[config.mk]
export PLATFORM = sky130hd
export DESIGN_NAME = flash_loader
export DESIGN_NICKNAME = d
export VERILOG_FILES = /design/src/rtl/flash_loader_pkg.sv /design/src/rtl/flash_loader_byte_packer.sv /design/src/rtl/flash_loader.sv
export SDC_FILE = /design/constraint.sdc
export NUM_CORES = 1
export LEC_CHECK = 0
export CORE_MARGIN = 5
export CORE_UTILIZATION = 35
export DETAILED_ROUTE_END_ITERATION = 7
export GPL_TIMING_DRIVEN = 0
export SLEW_MARGIN = 25
export SYNTH_ARGS = -nofsm -noshare
export SYNTH_HDL_FRONTEND = slang
export SYNTH_HIERARCHICAL = 1
export SYNTH_SLANG_ARGS = --single-unit
[constraint.sdc]
create_clock -name clk -period 4.3 [get_ports clk]
set_clock_uncertainty 0.15 [all_clocks]
set_input_delay 0.43 -clock clk [delete_from_list [all_inputs] [get_ports clk]]
set_output_delay 0.43 -clock clk [all_outputs]
set_load 0.01 [all_outputs]
[src/rtl/flash_loader_pkg.sv]
// Shared types and constants for the boot image loader.
// Latency: n/a (package). Backpressure: n/a.
package flash_loader_pkg;

    typedef enum logic [2:0] {
        COUNT = 3'd0,
        DATA  = 3'd1,
        WRITE = 3'd2,
        CHECK = 3'd3,
        DONE  = 3'd4,
        ERR   = 3'd5
    } loader_state_t;

    localparam int LOADER_BASE_ADDR = 0;
    localparam int BYTES_PER_WORD   = 4;

    // States in which a stream byte may be taken from the source.
    function automatic logic is_rx_state(input loader_state_t s);
        return (s == COUNT) || (s == DATA) || (s == CHECK);
    endfunction

endpackage

[src/rtl/flash_loader_byte_packer.sv]
// Packs four stream bytes into a little-endian 32-bit word (first byte -> [7:0]).
// Latency: word/word_full reflect the byte pushed this cycle. Backpressure: none, push when ready.
module flash_loader_byte_packer
    import flash_loader_pkg::*;
(
    input  logic        clk,
    input  logic        rst,
    input  logic        clear,
    input  logic        push,
    input  logic [7:0]  byte_in,
    output logic [31:0] word,
    output logic        word_full
);

    localparam int CNT_W = $clog2(BYTES_PER_WORD);

    logic [CNT_W-1:0] cnt_q, cnt_d;
    logic [31:0]      shift_q, shift_d;

    always_comb begin
        cnt_d   = cnt_q;
        shift_d = shift_q;
        if (clear) begin
            cnt_d   = '0;
            shift_d = '0;
        end else if (push) begin
            cnt_d   = cnt_q + CNT_W'(1);
            shift_d = {byte_in, shift_q[31:8]};
        end
    end

    // Look-ahead outputs let the parent register its write in the same edge.
    assign word      = shift_d;
    assign word_full = push && !clear && (cnt_q == CNT_W'(BYTES_PER_WORD - 1));

    always_ff @(posedge clk) begin
        if (!rst) begin
            cnt_q   <= '0;
            shift_q <= '0;
        end else begin
            cnt_q   <= cnt_d;
            shift_q <= shift_d;
        end
    end

endmodule

[src/rtl/flash_loader.sv]
// Boot loader: byte stream (count header + LE words) -> flash writes at 0,4,8..; FLASH_LOADER_CHECKSUM_EN adds trailing XOR byte.
// Latency: flash_en one cycle after a word's 4th byte; 5 cycles/word min. Backpressure: byte_ready low in WRITE/DONE/ERR.
module flash_loader
    import flash_loader_pkg::*;
#(
    parameter int WIDTH     = 32,
    parameter int MAX_WORDS = 1024
) (
    input  logic             clk,
    input  logic             rst,
    input  logic             byte_valid,
    input  logic [7:0]       byte_data,
    output logic             byte_ready,
    output logic [WIDTH-1:0] flash_addr,
    output logic [WIDTH-1:0] flash_data,
    output logic             flash_en,
    output logic             hold,
    output logic             done,
    output logic             error
);

    localparam int IDX_W = $clog2(MAX_WORDS + 1);

    loader_state_t    state_q, state_d;
    logic [IDX_W-1:0] count_q, count_d;
    logic [IDX_W-1:0] idx_q, idx_d;
    logic             byte_ready_q, byte_ready_d;
    logic             flash_en_q, flash_en_d;
    logic [WIDTH-1:0] flash_addr_q, flash_addr_d;
    logic [WIDTH-1:0] flash_data_q, flash_data_d;
    logic             hold_q, hold_d;
    logic             done_q, done_d;
    logic             error_q, error_d;
`ifdef FLASH_LOADER_CHECKSUM_EN
    logic [7:0]       csum_q, csum_d;
`endif

    logic             accept;
    logic             pk_push;
    logic             pk_clear;
    logic [31:0]      pk_word;
    logic             pk_full;
    logic [IDX_W+1:0] byte_off;

    assign accept   = byte_valid && byte_ready_q;
    assign byte_off = {idx_q, 2'b00};

    flash_loader_byte_packer u_packer (
        .clk       (clk),
        .rst       (rst),
        .clear     (pk_clear),
        .push      (pk_push),
        .byte_in   (byte_data),
        .word      (pk_word),
        .word_full (pk_full)
    );

    always_comb begin
        state_d      = state_q;
        count_d      = count_q;
        idx_d        = idx_q;
        flash_en_d   = 1'b0;
        flash_addr_d = flash_addr_q;
        flash_data_d = flash_data_q;
        pk_push      = accept;
        pk_clear     = 1'b0;
`ifdef FLASH_LOADER_CHECKSUM_EN
        csum_d       = csum_q;
        if (accept && (state_q != CHECK)) begin
            csum_d = csum_q ^ byte_data;
        end
`endif

        case (state_q)
            COUNT: begin
                if (pk_full) begin
                    if (pk_word > 32'(MAX_WORDS)) begin
                        state_d = ERR;
                    end else begin
                        count_d = IDX_W'(pk_word);
                        if (pk_word == '0) begin
`ifdef FLASH_LOADER_CHECKSUM_EN
                            state_d = CHECK;
`else
                            state_d = DONE;
`endif
                        end else begin
                            state_d = DATA;
                        end
                    end
                end
            end
            DATA: begin
                if (pk_full) begin
                    state_d      = WRITE;
                    flash_en_d   = 1'b1;
                    flash_addr_d = WIDTH'(LOADER_BASE_ADDR) + WIDTH'(byte_off);
                    flash_data_d = WIDTH'(pk_word);
                end
            end
            WRITE: begin
                idx_d    = idx_q + IDX_W'(1);
                pk_clear = 1'b1;
                if (idx_d == count_q) begin
`ifdef FLASH_LOADER_CHECKSUM_EN
                    state_d = CHECK;
`else
                    state_d = DONE;
`endif
                end else begin
                    state_d = DATA;
                end
            end
`ifdef FLASH_LOADER_CHECKSUM_EN
            CHECK: begin
                // The trailing byte is a comparand, not part of any word.
                pk_push = 1'b0;
                if (accept) begin
                    state_d = (byte_data == csum_q) ? DONE : ERR;
                end
            end
`endif
            default: ;
        endcase

        byte_ready_d = is_rx_state(state_d);
        hold_d       = (state_d != DONE);
        done_d       = (state_d == DONE);
        error_d      = (state_d == ERR);
    end

    always_ff @(posedge clk) begin
        if (!rst) begin
            state_q      <= COUNT;
            count_q      <= '0;
            idx_q        <= '0;
            byte_ready_q <= 1'b0;
            flash_en_q   <= 1'b0;
            flash_addr_q <= '0;
            flash_data_q <= '0;
            hold_q       <= 1'b1;
            done_q       <= 1'b0;
            error_q      <= 1'b0;
`ifdef FLASH_LOADER_CHECKSUM_EN
            csum_q       <= '0;
`endif
        end else begin
            state_q      <= state_d;
            count_q      <= count_d;
            idx_q        <= idx_d;
            byte_ready_q <= byte_ready_d;
            flash_en_q   <= flash_en_d;
            flash_addr_q <= flash_addr_d;
            flash_data_q <= flash_data_d;
            hold_q       <= hold_d;
            done_q       <= done_d;
            error_q      <= error_d;
`ifdef FLASH_LOADER_CHECKSUM_EN
            csum_q       <= csum_d;
`endif
        end
    end

    assign byte_ready = byte_ready_q;
    assign flash_en   = flash_en_q;
    assign flash_addr = flash_addr_q;
    assign flash_data = flash_data_q;
    assign hold       = hold_q;
    assign done       = done_q;
    assign error      = error_q;

endmodule

# Yosys cells after proc, flatten, opt, wreduce, memory -nomap -nowiden
# Index checks and enable logic that the tools add are counted.
# Widths: inputs -> output; s select.
[word_totals]
reg_bits = 107
latch_bits = 0
mem_bits_rw = 0
mem_bits_ro = 0
in_bits = 11
out_inout_bits = 69
elab_cells = 49
n_memories = 0
[classes]
n_addsub = 2
mul = 0
div_mod_pow = 0
n_lt_le_gt_ge = 1
eq_ne = 9
n_shift = 0
mux = 10
n_bitwise = 2
n_reduce_logical = 13
[op_table]
columns = ["operator", "n"]
rows = [
  ["$mux 32", 2],
  ["$gt 32x11->1 const B", 1],
  ["$logic_not 32->1", 1],
  ["$mux 3", 5],
  ["$add 11x1->11 const B", 1],
  ["$eq 11x11->1", 1],
  ["$pmux 3 s3", 1],
  ["$eq 3x1->1 const B", 2],
  ["$eq 3x2->1 const B", 2],
  ["$eq 3x3->1 const B", 2],
  ["$logic_not 3->1", 2],
  ["$reduce_and 2->1", 2],
  ["$logic_and 1x1->1", 3],
  ["$ne 3x3->1 const B", 1],
  ["$reduce_and 3->1", 1],
  ["$add 2x1->2 const B", 1],
  ["$eq 2x2->1 const B", 1],
  ["$logic_or 1x1->1", 2],
  ["$mux 1", 2],
  ["$not 1->1", 2],
  ["$reduce_or 2->1", 1],
  ["$logic_not 1->1", 1],
]

# Longest topological paths before layout
# Gate-level depths: netlist of run 1.
[logic_depth]
word_depth = 11
ltp_mapped = 13
mapped_depth_nobuf = 9

# Hierarchy
# The synthesis of run 1 kept the hierarchy.
[by_module_without_submodules]
columns = ["mod", "instances", "cells_per_inst", "area_per_inst_um2", "seq_area_each_um2"]
rows = [
  ["flash_loader", 1, 407, 3360.7, 1461.4],
  ["flash_loader_byte_packer", 1, 149, 1436.4, 680.7],
]

# Worst setup path before layout of run 1
# Ideal clock, no wire load.
[synth_timing]
path_type = "flip-flop to flip-flop"
start = "register state_q[0]"
end = "register done_q, in the netlist done"
setup_time_ns = 0.059
arrival_time_ns = 2.898
t_required_ns = 4.091
slack_ns = 1.193
stages_incl_launch_ff = 13
n_path_buf = 3
synth_period_minus_slack_ns = 3.107
cell_sequence = "dfxtp_1 clkbuf_2 or2b_2 nor2_4 buf_6 clkbuf_1 nor2_1 nor4_1 nand3_1 or3_1 a2111o_1 nor2b_2 o2bb2a_1"
[synth_via]
elab_chain_cells = 9
word_cells_on_any_way = 16
cone_classes = "1 x order compare; 3 x eq/ne; 7 x mux; 5 x reduce/logical"
[synth_rtl]
columns = ["item", "line_no", "text"]
rows = [
  ["from (decl)", "flash_loader.sv:24", "loader_state_t state_q, state_d;"],
  ["from (signal assigned)", "flash_loader.sv:148", "state_q <= state_d;"],
  ["$eq 3x2->1 *", "flash_loader.sv:74", "case (state_q)"],
  ["$mux 1 *", "flash_loader.sv:74", ""],
  ["named net pk_clear", "flash_loader.sv:40", "logic pk_clear;"],
  ["$mux 32 *", "flash_loader_byte_packer.sv:23", "if (clear) begin"],
  ["named net pk_word[4]", "flash_loader.sv:41", "logic [31:0] pk_word;"],
  ["parallel branches: the longest is 2 deep, another holds $gt 32x11->1", "--", ""],
  ["$mux 3 *", "flash_loader.sv:77", "if (pk_word > 32'(MAX_WORDS)) begin"],
  ["$mux 3 *", "flash_loader.sv:76", "if (pk_full) begin"],
  ["$pmux 3 s3 *", "flash_loader.sv:74", ""],
  ["$eq 3x3->1 *", "flash_loader.sv:128", "done_d = (state_d == DONE);"],
  ["to (signal assigned)", "flash_loader.sv:156", "done_q <= done_d;"],
  ["to (decl)", "flash_loader.sv:32", "logic done_q, done_d;"],
]
# Mark *: on every way through the listed nets, which the timed path passes.
# A chain may end at the register's enable or synchronous reset.

# Worst setup path after layout of run 1
[layout_timing]
start = "register state_q[0]"
end = "register count_q[1]"
[layout_via]
elab_chain_cells = 6
word_cells_on_any_way = 10
cone_classes = "1 x order compare; 1 x eq/ne; 2 x mux; 1 x bitwise; 5 x reduce/logical"
[layout_rtl]
columns = ["item", "line_no", "text"]
rows = [
  ["$eq 3x2->1", "flash_loader.sv:74", ""],
  ["$mux 1", "flash_loader.sv:74", ""],
  ["named net pk_clear", "flash_loader.sv:40", ""],
  ["$mux 32", "flash_loader_byte_packer.sv:23", ""],
  ["named net pk_word[0]", "flash_loader.sv:41", ""],
  ["$gt 32x11->1", "flash_loader.sv:77", ""],
  ["$not 1->1 (no source line)", "--", ""],
  ["$reduce_and 3->1 (no source line)", "--", ""],
  ["to (signal assigned)", "flash_loader.sv:149", "count_q <= count_d;"],
  ["to (decl)", "flash_loader.sv:25", "logic [IDX_W-1:0] count_q, count_d;"],
]
# The timed path passes the listed nets, and every way through them passes these cells.

==> results.md, run 1 <==
- HPWL Detailed: 9075 um
- HP Class: flop to flop
- Nets: 658
- Vias in the first global route: 3749
- Pwr Total: 1942 uW
- Worst setup margin: 0.4502 ns
- Unrepaired setup endpoints after global routing: no
- Pwr dens: 324.6 nW/um^2
- Ant. Diodes: 0
- Die extent in x: 127.1 um
- Clk pwr share: 42.8%
- Ys flop type: dfxtp_1
- Cell Area, Placed: 5673 um^2
- Upper clock frequency limit: 259.8 MHz
- I/O Pins: 80
- Initial antenna violation count: 0
- Synth Warn #: 6
- Die Ht: 127.1 um
- Clk Latency, worst-skew pair: 0.36 ns
- R2R setup slack: 0.45 ns
- CTS tree: done
- Switching power: 467.0 uW
- Total grt overflow: 0
- Routed length per placed instance: 14.15 um
- Async S/R FF share, synth: 0%
- Global Route Usage Sum: 14.66%
- Cell Area, Synth: 4797 um^2
- CP required: 4.38 ns
- CP Class: flop to flop
- Maximum vdd drop: 0.1676 mV
- CP endpoint kind: flop
- DR iter-0 viols: 243
- Final antenna-violating net count: 0
- Core Footprint: 13350 um^2
- Register area share after synthesis: 44.65%
- GPL Wtd Cong: 0.8950
- Worst-margin pin slew: 0.7482 ns
- CP Launch Type: flop
- CTS Root Cell: clkbuf_16
- Gate power share: 5.6%
- Final setup violating endpoints: 0
- Synthesized flop and latch total: 107
- Min Clock Period, post-route: 3.850 ns
- Multiplexer area fraction after synthesis: 9.390%
- Total CTS buffers: 9
- Setup TNS: 0 ns
- Rows: 42
- Syn Inst Count: 556
- Status: complete, no violations
- Worst-case reg-to-reg path depth: 13
- Post-Synth Simple-Gate Area: 22.33%
- Syn avg cell area: 8.628 um^2
- Setup bufs post-CTS: 0
- Hold buffers post-CTS: 0
- Htree depth: 3
- DR pass1 iterations: 5
- Hold worst-path end: flash_addr[6]$_SDFFE_PN0P_
- Part of the power in registers: 51.6%
- Synth Area in Compound Gates: 9.546%
- Via density: 4.718
- Reg-to-Reg End: count_q[1]$_SDFFE_PN0P_
- Largest net degree at the start of global routing: 21
- Starting density of the core: 35.94%
- Pre-CTS setup slack: 0.4668 ns
- Final Hold Viols: 0
- Fillers: 1345
- Hold depth: 2
- Critical path data arrival time: 3.93 ns
- Final WL: 11690 um
- CTS max path bufs: 2
- # DRC: 0
- First-pass GRT wire length: 18730 um
- Largest family of logic cells by synthesized area: simple AND/OR/NAND/NOR gates
- Sw frac: 24.05%
- Worst rel slew slack: 49.94%
- Final instance area: 5982 um^2
- Port Buffers: 58
- Crit-path max FO: 10
- Layout cell share with drive strength beyond 1: 10.77%
- Count of different cell masters after synthesis: 56
- Adder-Cell Fraction of Synth Area: 0.5216%
- Sinks on Clock Net: 107
- Post-cts resize count: 0
- Max Cap Violations: 0
- Routed vias: 3897
- Final Max Slew Viols: 0
- Period utilization: 89.53%
- Clock slew at reported path FFs: 0.07 ns
- Hold path startpoint: flash_addr[6]$_SDFFE_PN0P_
- Xor/xnor cell area share of the yosys netlist: 3.834%
- Reg2reg start: state_q[0]$_SDFF_PN0_
- P&R area growth vs syn: 24.70%
- Die area: 16150 um^2
- Cell Int Power: 1475 uW
- LEAKAGE: 0.002251 uW
- Number of synthesized flops with an enable pin: 0
[state kept, by name, indices dropped and copies added (netlist names)]
| register | count |
|---|---|
| byte_ready | 1 |
| count_q | 11 |
| done | 1 |
| error | 1 |
| flash_addr | 11 |
| flash_data | 32 |
| flash_en | 1 |
| hold | 1 |
| idx_q | 11 |
| state_q | 3 |
| u_packer/cnt_q | 2 |
| u_packer/shift_q | 32 |
[worst max-delay path: stages, from the launching register on]
cell and delay, ns:
dfxtp_1 0.30, clkbuf_2 0.15, or2b_2 0.37, nor2_4 0.26
buf_6 0.18, clkbuf_1 0.41, nor2_1 0.22, nor4_1 0.32
nand3_1 0.20, a211oi_1 0.42, and2_1 0.25, buf_4 0.24
mux2i_1 0.21, nor2_1 0.05
[area by class of cell]
type	count	area (um^2)	area share, %
plain buffers	61	451.7	7.551
multi-input cells	405	2267	37.90
flip-flops and latches	107	2142	35.81
clock buffers	10	239.0	3.995
inverters	3	11.26	0.1882
clock inverters	6	70.07	1.171
repair buffers	58	580.6	9.705
well taps	176	220.2	3.681
[cell usage after synthesis (6+ instances only)]
library cell	count	area, um^2
a21oi_1	49	245.2
mux2i_1	45	450.4
o21ai_0	6	30.03
nor4_1	8	50.05
buf_6	12	135.1
xnor2_1	13	113.9
nand2_1	98	367.9
xor2_1	8	70.07
clkbuf_1	22	82.58
buf_4	22	165.2
nor2_1	94	352.8
dfxtp_1	107	2142
nand3_1	9	45.04
[through the flow]
| step | util, % | hold slack, ns | cells |
|---|---|---|---|
| final | 44.82 | 0.3037 | 826 |
| after detailed placement | 42.50 | 0.2956 | 810 |
| after floorplan | - | 0.3146 | 576 |
| after global placement | 42.50 | 0.2931 | 810 |
| after global routing | 44.82 | 0.3333 | 826 |
| after CTS | 44.82 | 0.3061 | 826 |
[routing by layer]
metal | vias to the layer above | routed length, um | track usage, %
li1 | 1997 | - | -
met1 | 1809 | 5172 | 18.27
met2 | 83 | 5823 | 25.22
met3 | 8 | 581 | 3.715
met4 | 0 | 109 | 3.975
met5 | - | 0 | 0
[cell families after synthesis]
logic type,count (synthesis)
and+or+nand+nor,242
DFF,107
AOI/OAI and AO/OA,74
buffers and inverters,64
muxes,45
xor gates and xnor gates,21
adders and majority gates,2
other,1
[power by group through the flow]
stage                     clock (uW)  sequential (uW)  combinational, uW
final                            831             1000                109
after global routing             881             1000                120
after CTS                        857             1000                109
after detailed placement           0             1020                109
after global placement             0             1020                108
after floorplan                    0             1020               80.2
[how the worst max path moves through the flow]
stage,from,end,slack [ns],depth (start not counted)
3_3_place_gp,state_q[0]$_SDFF_PN0_,count_q[7]$_SDFFE_PN0P_,0.53,13
3_5_place_dp,state_q[0]$_SDFF_PN0_,count_q[5]$_SDFFE_PN0P_,0.47,13
5_1_grt,state_q[1]$_SDFF_PN0_,count_q[3]$_SDFFE_PN0P_,0.13,13
2_1_floorplan,state_q[0]$_SDFF_PN0_,done$_SDFF_PN0_,1.19,12
6_report,state_q[0]$_SDFF_PN0_,count_q[1]$_SDFFE_PN0P_,0.45,13
4_1_cts,state_q[0]$_SDFF_PN0_,count_q[5]$_SDFFE_PN0P_,0.44,13
[cells in the final DEF, fill, tap and decap left out, types with 3 or more instances in the layout]
master | synthesis | final
nand4_1 | 4 | 4
mux2i_1 | 45 | 45
conb_1 | 1 | 21
xnor2_1 | 13 | 13
clkdlybuf4s50_1 | 0 | 58
nand2_1 | 98 | 98
nor4_1 | 8 | 8
clkbuf_16 | 0 | 9
xor2_1 | 8 | 8
o21ai_0 | 6 | 6
buf_4 | 22 | 22
nor2_1 | 94 | 94
inv_1 | 3 | 3
nor3_1 | 4 | 4
clkbuf_1 | 22 | 22
buf_6 | 12 | 12
nand3_1 | 9 | 9
a211oi_1 | 3 | 3
or3_1 | 3 | 3
a21oi_1 | 49 | 49
and2_1 | 3 | 3
dfxtp_1 | 107 | 107
Power figures use the tool's default switching activity.
==> run 2: changes to the inputs <==
--- a/config.mk
+++ b/config.mk
@@ -9,6 +9,7 @@
 export CORE_UTILIZATION = 35
 export DETAILED_ROUTE_END_ITERATION = 7
 export GPL_TIMING_DRIVEN = 0
+export RECOVER_POWER = 25
 export SLEW_MARGIN = 25
 export SYNTH_ARGS = -nofsm -noshare
 export SYNTH_HDL_FRONTEND = slang
==> results.md, run 2 (synthesized netlist as in run 1, its figures left out) <==
- Fin util: 44.82% (unchanged)
- Hold Slack: 0.3004 ns (-0.003288 ns)
- Pwr dens: 325.0 nW/um^2 (+0.11%)
- LEAKAGE: 0.002377 uW (+5.6%)
- Pwr Total: 1944 uW (+0.11%)
- Gate power share: 5.6% (about the same)
- Routed vias: 3924 (+0.69%)
- Sinks on Clock Net: 107 (unchanged)
- Maximum vdd drop: 0.1677 mV (about the same)
- CTS max path bufs: 2 (unchanged)
- Clk pwr share: 42.9% (about the same)
- CP Launch Type: flop
- Final setup violating endpoints: 0 (unchanged)
- CTS tree: done
- Most common cell after layout, fill and taps aside: dfxtp_1
- Critical path data arrival time: 3.92 ns (about the same)
- Worst rel slew slack: 51.86% (+1.9 points)
- Unrepaired setup endpoints after global routing: no
- Routed length per placed instance: 14.13 um (-0.11%)
- Clk Latency, worst-skew pair: 0.36 ns (about the same)
- CP required: 4.38 ns (about the same)
- DR pass1 iterations: 6 (+1)
- Layout cell share with drive strength beyond 1: 10.77% (unchanged)
- Core Footprint: 13350 um^2 (unchanged)
- Ant. Diodes: 0 (unchanged)
- Largest net degree at the start of global routing: 21 (unchanged)
- First-pass GRT wire length: 18730 um (unchanged)
- Pre-CTS setup slack: 0.4668 ns (unchanged)
- Switching power: 469.2 uW (+0.46%)
- Multi-input logic area: 2267 um^2 (unchanged)
- Global Route Usage Sum: 14.66% (unchanged)
- DR iter-0 viols: 245 (+0.82%)
- Final antenna-violating net count: 0 (unchanged)
- I/O Pins: 80 (unchanged)
- Most frequent cells in the layout: 107 x dfxtp_1, 98 x nand2_1, 94 x nor2_1
- R2R setup slack: 0.46 ns (about the same)
- Initial antenna violation count: 0 (unchanged)
- CP endpoint kind: flop
- Status: complete, no violations
- Worst setup margin: 0.4591 ns (+0.008965 ns)
- Die area: 16150 um^2 (unchanged)
- Die extent in x: 127.1 um (unchanged)
- Post-cts resize count: 0 (unchanged)
- Nets: 658 (unchanged)
- Die Ht: 127.1 um (unchanged)
- Final Hold Viols: 0 (unchanged)
- Fillers: 1345 (unchanged)
- Final WL: 11670 um (-0.11%)
- P&R area growth vs syn: 24.70% (unchanged)
- Port Buffers: 58 (unchanged)
- Rows: 42 (unchanged)
- Upper clock frequency limit: 260.4 MHz (+0.23%)
- Crit-path max FO: 10 (unchanged)
- Vias in the first global route: 3749 (unchanged)
- HPWL Detailed: 9075 um (unchanged)
- Worst-margin pin slew: 0.7195 ns (-0.02867 ns)
- Final Max Slew Viols: 0 (unchanged)
- GPL Wtd Cong: 0.8950 (unchanged)
- HP Class: flop to flop
- Starting density of the core: 35.94% (unchanged)
- FF/Latch Area: 2142 um^2 (unchanged)
- Max Cap Violations: 0 (unchanged)
- Sw frac: 24.14% (+0.085 points)
- Min Clock Period, post-route: 3.841 ns (-0.008965 ns)
- Period utilization: 89.32% (-0.21 points)
- Setup bufs post-CTS: 0 (unchanged)
- Cell Int Power: 1475 uW (about the same)
- Part of the power in registers: 51.5% (about the same)
- Clock slew at reported path FFs: 0.07 ns (about the same)
- Total grt overflow: 0 (unchanged)
- Via density: 4.751 (+0.69%)
- # DRC: 0 (unchanged)
- Hold buffers post-CTS: 0 (unchanged)
- CP Class: flop to flop
- Total CTS buffers: 9 (unchanged)
- Setup TNS: 0 ns (unchanged)
- CTS Root Cell: clkbuf_16
- Htree depth: 3 (unchanged)
run 2: cell types whose count changed in the layout (fill, tap and decap cells not counted):
cell and change:
clkdlybuf4s50_1 -37, dlygate4sd3_1 +37
run 2: power groups by stage:
| stage | sequential (uW) | clock, uW | combinational (uW) |
|---|---|---|---|
| floorplan | 1020 | 0 | 80.2 |
| finish | 1000 | 833 | 109 |
| global placement | 1020 | 0 | 108 |
| global route | 1000 | 881 | 120 |
| CTS | 1000 | 857 | 109 |
| detailed placement | 1020 | 0 | 109 |
run 2: metrics by stage:
step / cell area [um^2] / cells
final: 5982 / 826
after global routing: 5982 / 826
after CTS: 5982 / 826
after detailed placement: 5673 / 810
after global placement: 5673 / 810
after floorplan: 4872 / 576
run 2: path summary, 6_finish.rpt:
| path | startpoint | endpoint | cells after the start |
|---|---|---|---|
| worst max-delay path | state_q[0]$_SDFF_PN0_ | count_q[1]$_SDFFE_PN0P_ | 13 |
| worst min register to register | flash_addr[6]$_SDFFE_PN0P_ | flash_addr[6]$_SDFFE_PN0P_ | 2 |
| worst max register to register | state_q[0]$_SDFF_PN0_ | count_q[1]$_SDFFE_PN0P_ | 13 |
| worst min-delay path | flash_addr[6]$_SDFFE_PN0P_ | flash_addr[6]$_SDFFE_PN0P_ | 2 |
run 2: layer usage:
metal	GRT usage, %	routed length (um)	vias to the layer above
li1	-	-	1998
met1	18.27	5122	1815
met2	25.22	5808	103
met3	3.715	629	8
met4	3.975	114	0
met5	0	0	-
run 2: worst max-delay path, stage by stage, from the launching register on:
cell	delay (ns)
dfxtp_1	0.30
clkbuf_2	0.15
or2b_2	0.37
nor2_4	0.26
buf_6	0.18
clkbuf_1	0.40
nor2_1	0.21
nor4_1	0.32
nand3_1	0.20
a211oi_1	0.42
and2_1	0.25
buf_4	0.24
mux2i_1	0.21
nor2_1	0.05
run 2: layout make-up:
cell class	instances	share of cell area (%)
clock buffer	10	3.995
clock inverter	6	1.171
tap	176	3.681
multi-input combinational	405	37.90
inverter	3	0.1882
timing repair buffer	58	9.705
sequential	107	35.81
buffer	61	7.551
